<file path="config.mk">
export PLATFORM = sky130hd
export DESIGN_NAME = alu_arbiter
export DESIGN_NICKNAME = d
export VERILOG_FILES = /design/src/rtl/alu_arbiter.sv
export SDC_FILE = /design/constraint.sdc
export NUM_CORES = 1
export LEC_CHECK = 0
export BUFFER_PORTS_ARGS = -buffer_cell sky130_fd_sc_hd__buf_2
export CORE_MARGIN = 1
export CORE_UTILIZATION = 41
export CTS_CLUSTER_DIAMETER = 30
export CTS_CLUSTER_SIZE = 40
export DETAILED_ROUTE_END_ITERATION = 8
export PLACE_DENSITY = 0.8
export SKIP_CTS_REPAIR_TIMING = 1
export SYNTH_ARGS = -nofsm -noshare
export SYNTH_HDL_FRONTEND = slang
export SYNTH_SLANG_ARGS = --single-unit
</file>
<file path="constraint.sdc">
create_clock -name clk -period 3.6 [get_ports clk]
set_clock_uncertainty 0.05 [all_clocks]
set_input_delay 0.72 -clock clk [delete_from_list [all_inputs] [get_ports clk]]
set_output_delay 0.72 -clock clk [all_outputs]
set_load 0.005 [all_outputs]
</file>
<file path="src/rtl/alu_arbiter.sv">
`default_nettype none
// ============================================================================
// Module      : alu_arbiter
// Description : Shares one combinational 32-bit ALU between two requesters.
//               Requests are granted round-robin, their operands and command
//               are registered onto the ALU inputs, the ALU is given
//               SETTLE_CYCLES clocks to settle, and its outputs are captured
//               into a valid/ready response register.
// Ports       : clk, reset (async, active-high)
//               req0_* / req1_* : valid/ready request, operands a/b, cmd
//               rsp_*           : valid/ready response, id, result, flags
//               alu_operandA/B, alu_command : registered ALU drive
//               alu_result, alu_carryout/zero/overflow : ALU outputs
// Revision    : 1.0 - initial release
// ============================================================================
module alu_arbiter #(
  parameter int SETTLE_CYCLES = 4
) (
  input  logic        clk,
  input  logic        reset,
  input  logic        req0_valid,
  output logic        req0_ready,
  input  logic [31:0] req0_a,
  input  logic [31:0] req0_b,
  input  logic [2:0]  req0_cmd,
  input  logic        req1_valid,
  output logic        req1_ready,
  input  logic [31:0] req1_a,
  input  logic [31:0] req1_b,
  input  logic [2:0]  req1_cmd,
  output logic        rsp_valid,
  input  logic        rsp_ready,
  output logic        rsp_id,
  output logic [31:0] rsp_result,
  output logic        rsp_carryout,
  output logic        rsp_zero,
  output logic        rsp_overflow,
  output logic [31:0] alu_operandA,
  output logic [31:0] alu_operandB,
  output logic [2:0]  alu_command,
  input  logic [31:0] alu_result,
  input  logic        alu_carryout,
  input  logic        alu_zero,
  input  logic        alu_overflow
);

  localparam logic [7:0] SETTLE_LOAD = 8'(SETTLE_CYCLES - 1);

  typedef enum logic [1:0] {
    ST_IDLE   = 2'd0,
    ST_SETTLE = 2'd1,
    ST_RESP   = 2'd2
  } state_t;

  state_t      state_q, state_d;
  logic        last_grant_q, last_grant_d;
  logic        owner_q, owner_d;
  logic [7:0]  cnt_q, cnt_d;
  logic [31:0] opa_q, opa_d;
  logic [31:0] opb_q, opb_d;
  logic [2:0]  cmd_q, cmd_d;
  logic [31:0] res_q, res_d;
  logic        carry_q, carry_d;
  logic        zero_q, zero_d;
  logic        ovf_q, ovf_d;
  logic        rid_q, rid_d;

  logic grant;
  logic rdy0;
  logic rdy1;

  // On a tie the requester not served last wins; otherwise whoever is valid.
  // Ready is gated by reset so every output reads 0 while reset is held.
  always_comb begin
    grant = (req0_valid && req1_valid) ? ~last_grant_q : req1_valid;
    rdy0  = (state_q == ST_IDLE) && !reset && req0_valid && !grant;
    rdy1  = (state_q == ST_IDLE) && !reset && req1_valid &&  grant;
  end

  always_comb begin
    state_d      = state_q;
    last_grant_d = last_grant_q;
    owner_d      = owner_q;
    cnt_d        = cnt_q;
    opa_d        = opa_q;
    opb_d        = opb_q;
    cmd_d        = cmd_q;
    res_d        = res_q;
    carry_d      = carry_q;
    zero_d       = zero_q;
    ovf_d        = ovf_q;
    rid_d        = rid_q;
    case (state_q)
      ST_IDLE: begin
        if (rdy0 || rdy1) begin
          opa_d        = rdy1 ? req1_a   : req0_a;
          opb_d        = rdy1 ? req1_b   : req0_b;
          cmd_d        = rdy1 ? req1_cmd : req0_cmd;
          owner_d      = rdy1;
          last_grant_d = rdy1;
          cnt_d        = SETTLE_LOAD;
          state_d      = ST_SETTLE;
        end
      end
      ST_SETTLE: begin
        if (cnt_q != 8'd0) begin
          cnt_d = cnt_q - 8'd1;
        end else begin
          res_d   = alu_result;
          carry_d = alu_carryout;
          zero_d  = alu_zero;
          ovf_d   = alu_overflow;
          rid_d   = owner_q;
          state_d = ST_RESP;
        end
      end
      ST_RESP: begin
        // ALU drive stays held here so the live ALU outputs still match.
        if (rsp_ready) begin
          state_d = ST_IDLE;
        end
      end
      default: state_d = ST_IDLE;
    endcase
  end

  always_ff @(posedge clk or posedge reset) begin
    if (reset) begin
      state_q      <= ST_IDLE;
      last_grant_q <= 1'b1;
      owner_q      <= 1'b0;
      cnt_q        <= 8'd0;
      opa_q        <= 32'd0;
      opb_q        <= 32'd0;
      cmd_q        <= 3'd0;
      res_q        <= 32'd0;
      carry_q      <= 1'b0;
      zero_q       <= 1'b0;
      ovf_q        <= 1'b0;
      rid_q        <= 1'b0;
    end else begin
      state_q      <= state_d;
      last_grant_q <= last_grant_d;
      owner_q      <= owner_d;
      cnt_q        <= cnt_d;
      opa_q        <= opa_d;
      opb_q        <= opb_d;
      cmd_q        <= cmd_d;
      res_q        <= res_d;
      carry_q      <= carry_d;
      zero_q       <= zero_d;
      ovf_q        <= ovf_d;
      rid_q        <= rid_d;
    end
  end

  assign req0_ready   = rdy0;
  assign req1_ready   = rdy1;
  assign rsp_valid    = (state_q == ST_RESP);
  assign rsp_id       = rid_q;
  assign rsp_result   = res_q;
  assign rsp_carryout = carry_q;
  assign rsp_zero     = zero_q;
  assign rsp_overflow = ovf_q;
  assign alu_operandA = opa_q;
  assign alu_operandB = opb_q;
  assign alu_command  = cmd_q;

endmodule
`default_nettype wire

</file>
==> run_results.csv, run 1 <==
group,metric,value,unit
floorplan,die_y,116,um
setup_path,rrSetupSlack,1.24,ns
synth,synth_most_common_cell,"dfrtp_1",
sta,min_period,2.68,ns
floorplan,start_util,42.0,%
sta,drv_slew,0,
clock_tree,clock_path_buffers,2,
layout,antenna_cells,0,
floorplan,ios,280,
detailed_routing,firstDrtPassIters,4,
grt,grt_overflow_total,0,
placement,placed_area,6750,um2
setup_path,reg2reg_from,"state_q[1]",
setup_path,critPathMaxFanout,19,
clock_tree,tritoncts,"yes",
sta,min_period_over_period,74.5,%
floorplan,rows,41,
detailed_routing,viasPerCell,4.77,
setup_path,end_kind,"output port",
synth,postSynthCellCount,436,
layout,fillers,1122,
detailed_routing,wl,12800,um
min_path,hp-class,"reg -> reg",
sta,max_freq,0.373,GHz
synth,synth_top_area_share,53.8,%
clock_tree,root_buffer,"clkbuf_16",
synth,syn_area,5300,um2
setup_path,reg2regPathDepth,5,
min_path,holdPathStages,2,
layout,final_area,7330,um2
synth,synth_area_leaders,"dfrtp_1, mux2i_1, mux2_4",
flow_run,drv_cap,0,
power,p_per_area,441,nW/um2
sta,setup_violations,0,
sta,slew_headroom,42.0,%
grt,antenna_found_initial,0,
synth,yosysWarningCount,0,
detailed_routing,vias,4260,
clock_tree,cts_inserted_buffers,17,
power,ir_drop,0.211,mV
synth,synth.avg_cell_area,12.2,um2
grt,grt_start_max_net_pins,137,
clock_tree,cts-htree-levels,4,
layout,multi_input_area,2190,um2
clock_tree,path_clk_slew,0.05,ns
layout,final_net_count,888,
placement,hpwl,9170,um
run_status,status,"finished, final reports clean",
synth,yosys.area.top_type,"dfrtp_1",
grt,grt_usage,19.4,%
synth,synth-seq-area-share,54.3,%
placement,port-buffer-count,279,
synth,syn-num-nets,612,
clock_tree,clk_latency,0.40,ns
detailed_routing,wl_per_cell,14.3,um
synth,async_flop_share,100,%
floorplan,core_area,12600,um2
min_path,holdPathEnd,"alu_operandB[14]",
placement,gp_congestion,0.810,
grt,grt_pass1_wl,19500,um
layout,syn2layout_area_growth,38.2,%
layout,final_core_util,58.1,%
synth,synth-edff-count,0,
setup_path,r2r-end,"alu_operandA[9]",
detailed_routing,drt_iter0_markers,187,
synth,synthFlopType,"dfrtp_1",
sta,worstMarginPinSlew,0.870,ns
setup_path,criticalPathCategory,"reg -> out",
layout,fin_cells,894,
synth,synth_seq_cells,115,
layout,seqCellArea,2880,um2
min_path,hold_start,"alu_operandB[14]",
power,p_leak,0.00442,uW
detailed_routing,drtAntennaViolNets,0,
setup_path,crit_path_start_kind,"flip-flop",
floorplan,die_w,116,um
clock_tree,cts.sinks,115,
sta,worst_slack,0.918,ns
layout,drive_gt1_share,49.3,%
grt,grt_pass1_vias,4086,
synth,netlist-cell-type-count,45,
detailed_routing,drc_errors,0,
sta,rsz0062_at_grt,"no",
sta,finalSetupTns,0,ns
sta,final-hold-violation-count,0,
placement,dp.cells,865,
synth,synth_commonest_cells,"dfrtp_1, nand2_1, mux2i_1, o21ai_0, mux2_4",
setup_path,cp.arrival,1.91,ns
floorplan,dieArea,13400,um2
setup_path,required,2.83,ns
placement,post-place-ws,0.897,ns
[stage by stage]
stage	total power [uW]	hold WS, ns
after floorplan	1460	0.392
after global placement	1620	0.404
after detailed placement	1630	0.414
after CTS	3280	0.426
after global routing	3370	0.448
final	3230	0.418
[registers in the layout, indices dropped and copies added, names as in the netlist]
register / flops
rsp_id: 1
state_q: 2
rsp_overflow: 1
alu_operandA: 32
alu_command: 3
rsp_result: 32
alu_operandB: 32
owner_q: 1
rsp_carryout: 1
cnt_q: 8
last_grant_q: 1
rsp_zero: 1
[worst max-delay path, stage by stage, from the launching register on]
cell and delay (ns):
dfrtp_1 0.49, nor3_2 0.40, nand3_4 0.36, inv_1 0.15, buf_2 0.12
[worst max path at each step]
stage,start,endpoint,slack [ns],cells after the start
floorplan,reset,alu_command[0],1.43,1
global placement,reset,alu_operandB[12],0.97,6
detailed placement,reset,alu_operandB[8],0.90,6
CTS,state_q[1],req1_ready,0.84,4
global route,state_q[1],req1_ready,0.80,4
finish,state_q[1],req1_ready,0.92,4
[area by class of cell]
type	instances	share of cell area, %
well taps	172	2.94
flip-flops and latches	115	39.3
repair buffers	282	19.7
clock inverters	5	1.02
multi-input cells	291	29.9
clock buffers	24	6.85
inverters	5	0.307
[placed cells by master (no fill, tap or decap), types with 2 or more instances in the layout]
cell type	netlist	layout
o21ai_1	12	12
buf_2	4	279
nand3_1	3	2
clkinv_2	0	3
buf_12	3	2
nand2_1	74	74
mux2_4	29	29
o31ai_1	2	2
inv_1	5	4
a21o_1	3	3
o21ai_0	56	56
ha_1	2	2
bufinv_16	0	2
mux2_2	7	7
nor2b_1	2	2
a31oi_1	2	2
a21oi_1	4	4
clkbuf_8	0	5
dfrtp_1	114	114
clkbuf_16	0	17
nor2_1	6	6
mux2i_1	67	67
clkbuf_1	9	2
[logic make-up after synthesis]
group / share of synthesized area [%]
adders and majority gates: 0.472
xor gates and xnor gates: 0.165
and+or+nand+nor: 9.11
buffers and inverters: 4.77
DFF: 54.3
muxes: 22.3
AOI/OAI and AO/OA: 8.85
[power breakdown]
part | switching (uW) | leakage [uW] | internal, uW
sequential | 24.9 | 0.00152 | 1340
combinational | 111 | 0.00261 | 129
clock | 530 | 0.000288 | 1090
total | 666 | 0.00442 | 2570
[layer usage]
layer	share of wire, %	global-route usage [%]
met5	0	0
met4	1.3	8.21
met3	5.6	5.13
met2	50	32.6
met1	43	23.6
(Power assumes the default switching activity.)
==> run 2, diff against run 1 <==
Settings changed: CORE_UTILIZATION 41 to 45, PLACE_DENSITY 0.8 to 0.83.
Clock period 3.6 ns to 2.7 ns, I/O delays scaled along.
==> run 2 against run 1 <==
Effect of this change:
- utilization rose by 5.3 points
- global-route usage increased by 2.3 points
- clock power is 20% higher
- routed wire length grew 0.56%
- non-clock buffer count up 2
- sequential share of layout area up 0.31 points
- critical path depth is 1 lower
- via count up 0.85%
- critical path type unchanged
- largest power group unchanged
==> run_results.csv, run 2 (same netlist as run 1, synthesis figures left out) <==
group,metric,value,unit
setup_path,end_kind,"output port",
clock_tree,cts-htree-levels,4,
detailed_routing,firstDrtPassIters,5,
detailed_routing,vias,4296,
clock_tree,cts.sinks,115,
sta,max_freq,0.453,GHz
setup_path,crit_path_start_kind,"flip-flop",
floorplan,die_w,111,um
grt,grt_overflow_total,0,
layout,final_area,7270,um2
grt,grt_usage,21.7,%
run_status,status,"finished, final reports clean",
placement,hpwl,9440,um
placement,placed_area,6760,um2
grt,grt_pass1_vias,4379,
setup_path,required,2.11,ns
grt,grt_start_max_net_pins,137,
setup_path,cp.arrival,1.62,ns
floorplan,dieArea,12200,um2
layout,final_cell_mix,"buf_2, dfrtp_1, nand2_1, mux2i_1, o21ai_0",
clock_tree,clk_latency,0.40,ns
grt,grt_pass1_wl,20800,um
layout,final_net_count,890,
placement,gp_congestion,0.875,
sta,drv_slew,0,
floorplan,ios,280,
detailed_routing,drc_errors,0,
clock_tree,tritoncts,"yes",
setup_path,crit_path_max_incr_delay,0.49,ns
layout,final_common_cell,"buf_2",
setup_path,reg2reg_from,"state_q[1]",
sta,finalSetupTns,0,ns
setup_path,r2r-end,"alu_operandA[4]",
floorplan,die_y,111,um
placement,port-buffer-count,279,
detailed_routing,wl,12900,um
detailed_routing,wl_per_cell,14.8,um
layout,fillers,871,
detailed_routing,drtAntennaViolNets,0,
detailed_routing,drt_iter0_markers,201,
grt,antenna_found_initial,0,
clock_tree,cts_inserted_buffers,17,
clock_tree,clock_path_buffers,2,
setup_path,reg2regPathDepth,6,
power,p_per_area,562,nW/um2
power,ir_drop,0.764,mV
min_path,hp-class,"in -> async",
sta,min_period_over_period,81.7,%
setup_path,critPathSlowestCell,"dfrtp_1",
detailed_routing,viasPerCell,4.94,
floorplan,rows,39,
floorplan,start_util,46.2,%
sta,slew_headroom,59.0,%
sta,rsz0062_at_grt,"no",
layout,syn2layout_area_growth,37.1,%
clock_tree,root_buffer,"clkbuf_16",
layout,drive_gt1_share,49.2,%
setup_path,criticalPathCategory,"reg -> out",
power,p_leak,0.00441,uW
floorplan,core_area,11500,um2
clock_tree,path_clk_slew,0.05,ns
setup_path,rrSetupSlack,0.66,ns
sta,setup_violations,0,
setup_path,path_cells,"nor3_2 -> and3_1 -> buf_2",
sta,min_period,2.21,ns
sta,final-hold-violation-count,0,
sta,worstMarginPinSlew,0.606,ns
setup_path,critPathMaxFanout,6,
layout,antenna_cells,0,
flow_run,drv_cap,0,
[run 2: routing by layer]
| layer | up-vias | share of wire [%] | global-route usage [%] |
|---|---|---|---|
| li1 | 2077 | - | - |
| met1 | 1986 | 40 | 24.0 |
| met2 | 201 | 52 | 38.0 |
| met3 | 32 | 6.2 | 6.64 |
| met4 | 0 | 2.5 | 10.2 |
| met5 | - | 0 | 0 |
[run 2: metrics by stage]
stage	power [uW]	setup slack, ns	util [%]	hold WS, ns	cells
6_report	4080	0.493	63.4	0.0459	869
3_3_place_gp	2160	0.677	58.9	0.408	838
5_1_grt	4250	0.400	63.4	0.0516	869
3_5_place_dp	2180	0.579	58.9	0.416	838
4_1_cts	4130	0.485	63.4	0.0343	869
2_1_floorplan	1950	0.711	-	0.392	436
[run 2: area by class of cell]
type                    count  area [um2]  area share [%]
clock buffers              25         485            6.68
well taps                 143         179            2.46
repair buffers            284        1480            20.4
inverters                   5        22.5           0.310
multi-input cells         291        2190            30.1
flip-flops and latches    115        2880            39.6
clock inverters             6        30.0           0.413
[run 2: worst max-delay path, delay by kind of cell, from the launching register on]
| family | cells | cell delay [ns] |
|---|---|---|
| simple gates | 2 | 0.62 |
| flops | 1 | 0.49 |
| buf+inv | 1 | 0.11 |
[run 2: worst max-delay path by stage]
stage                     cells after the start  slack, ns       start               to
after global routing                          4       0.40  state_q[1]       req1_ready
after global placement                        7       0.68       reset  alu_operandA[4]
final                                         3       0.49  state_q[1]       req0_ready
after floorplan                               1       0.71       reset   alu_command[0]
after CTS                                     3       0.49  state_q[1]       req0_ready
after detailed placement                      7       0.58       reset  alu_operandA[4]
[run 2: power breakdown]
group | total (uW) | internal (uW) | switching, uW
clock | 1940 | 1230 | 712
sequential | 1820 | 1790 | 34.1
combinational | 323 | 172 | 150
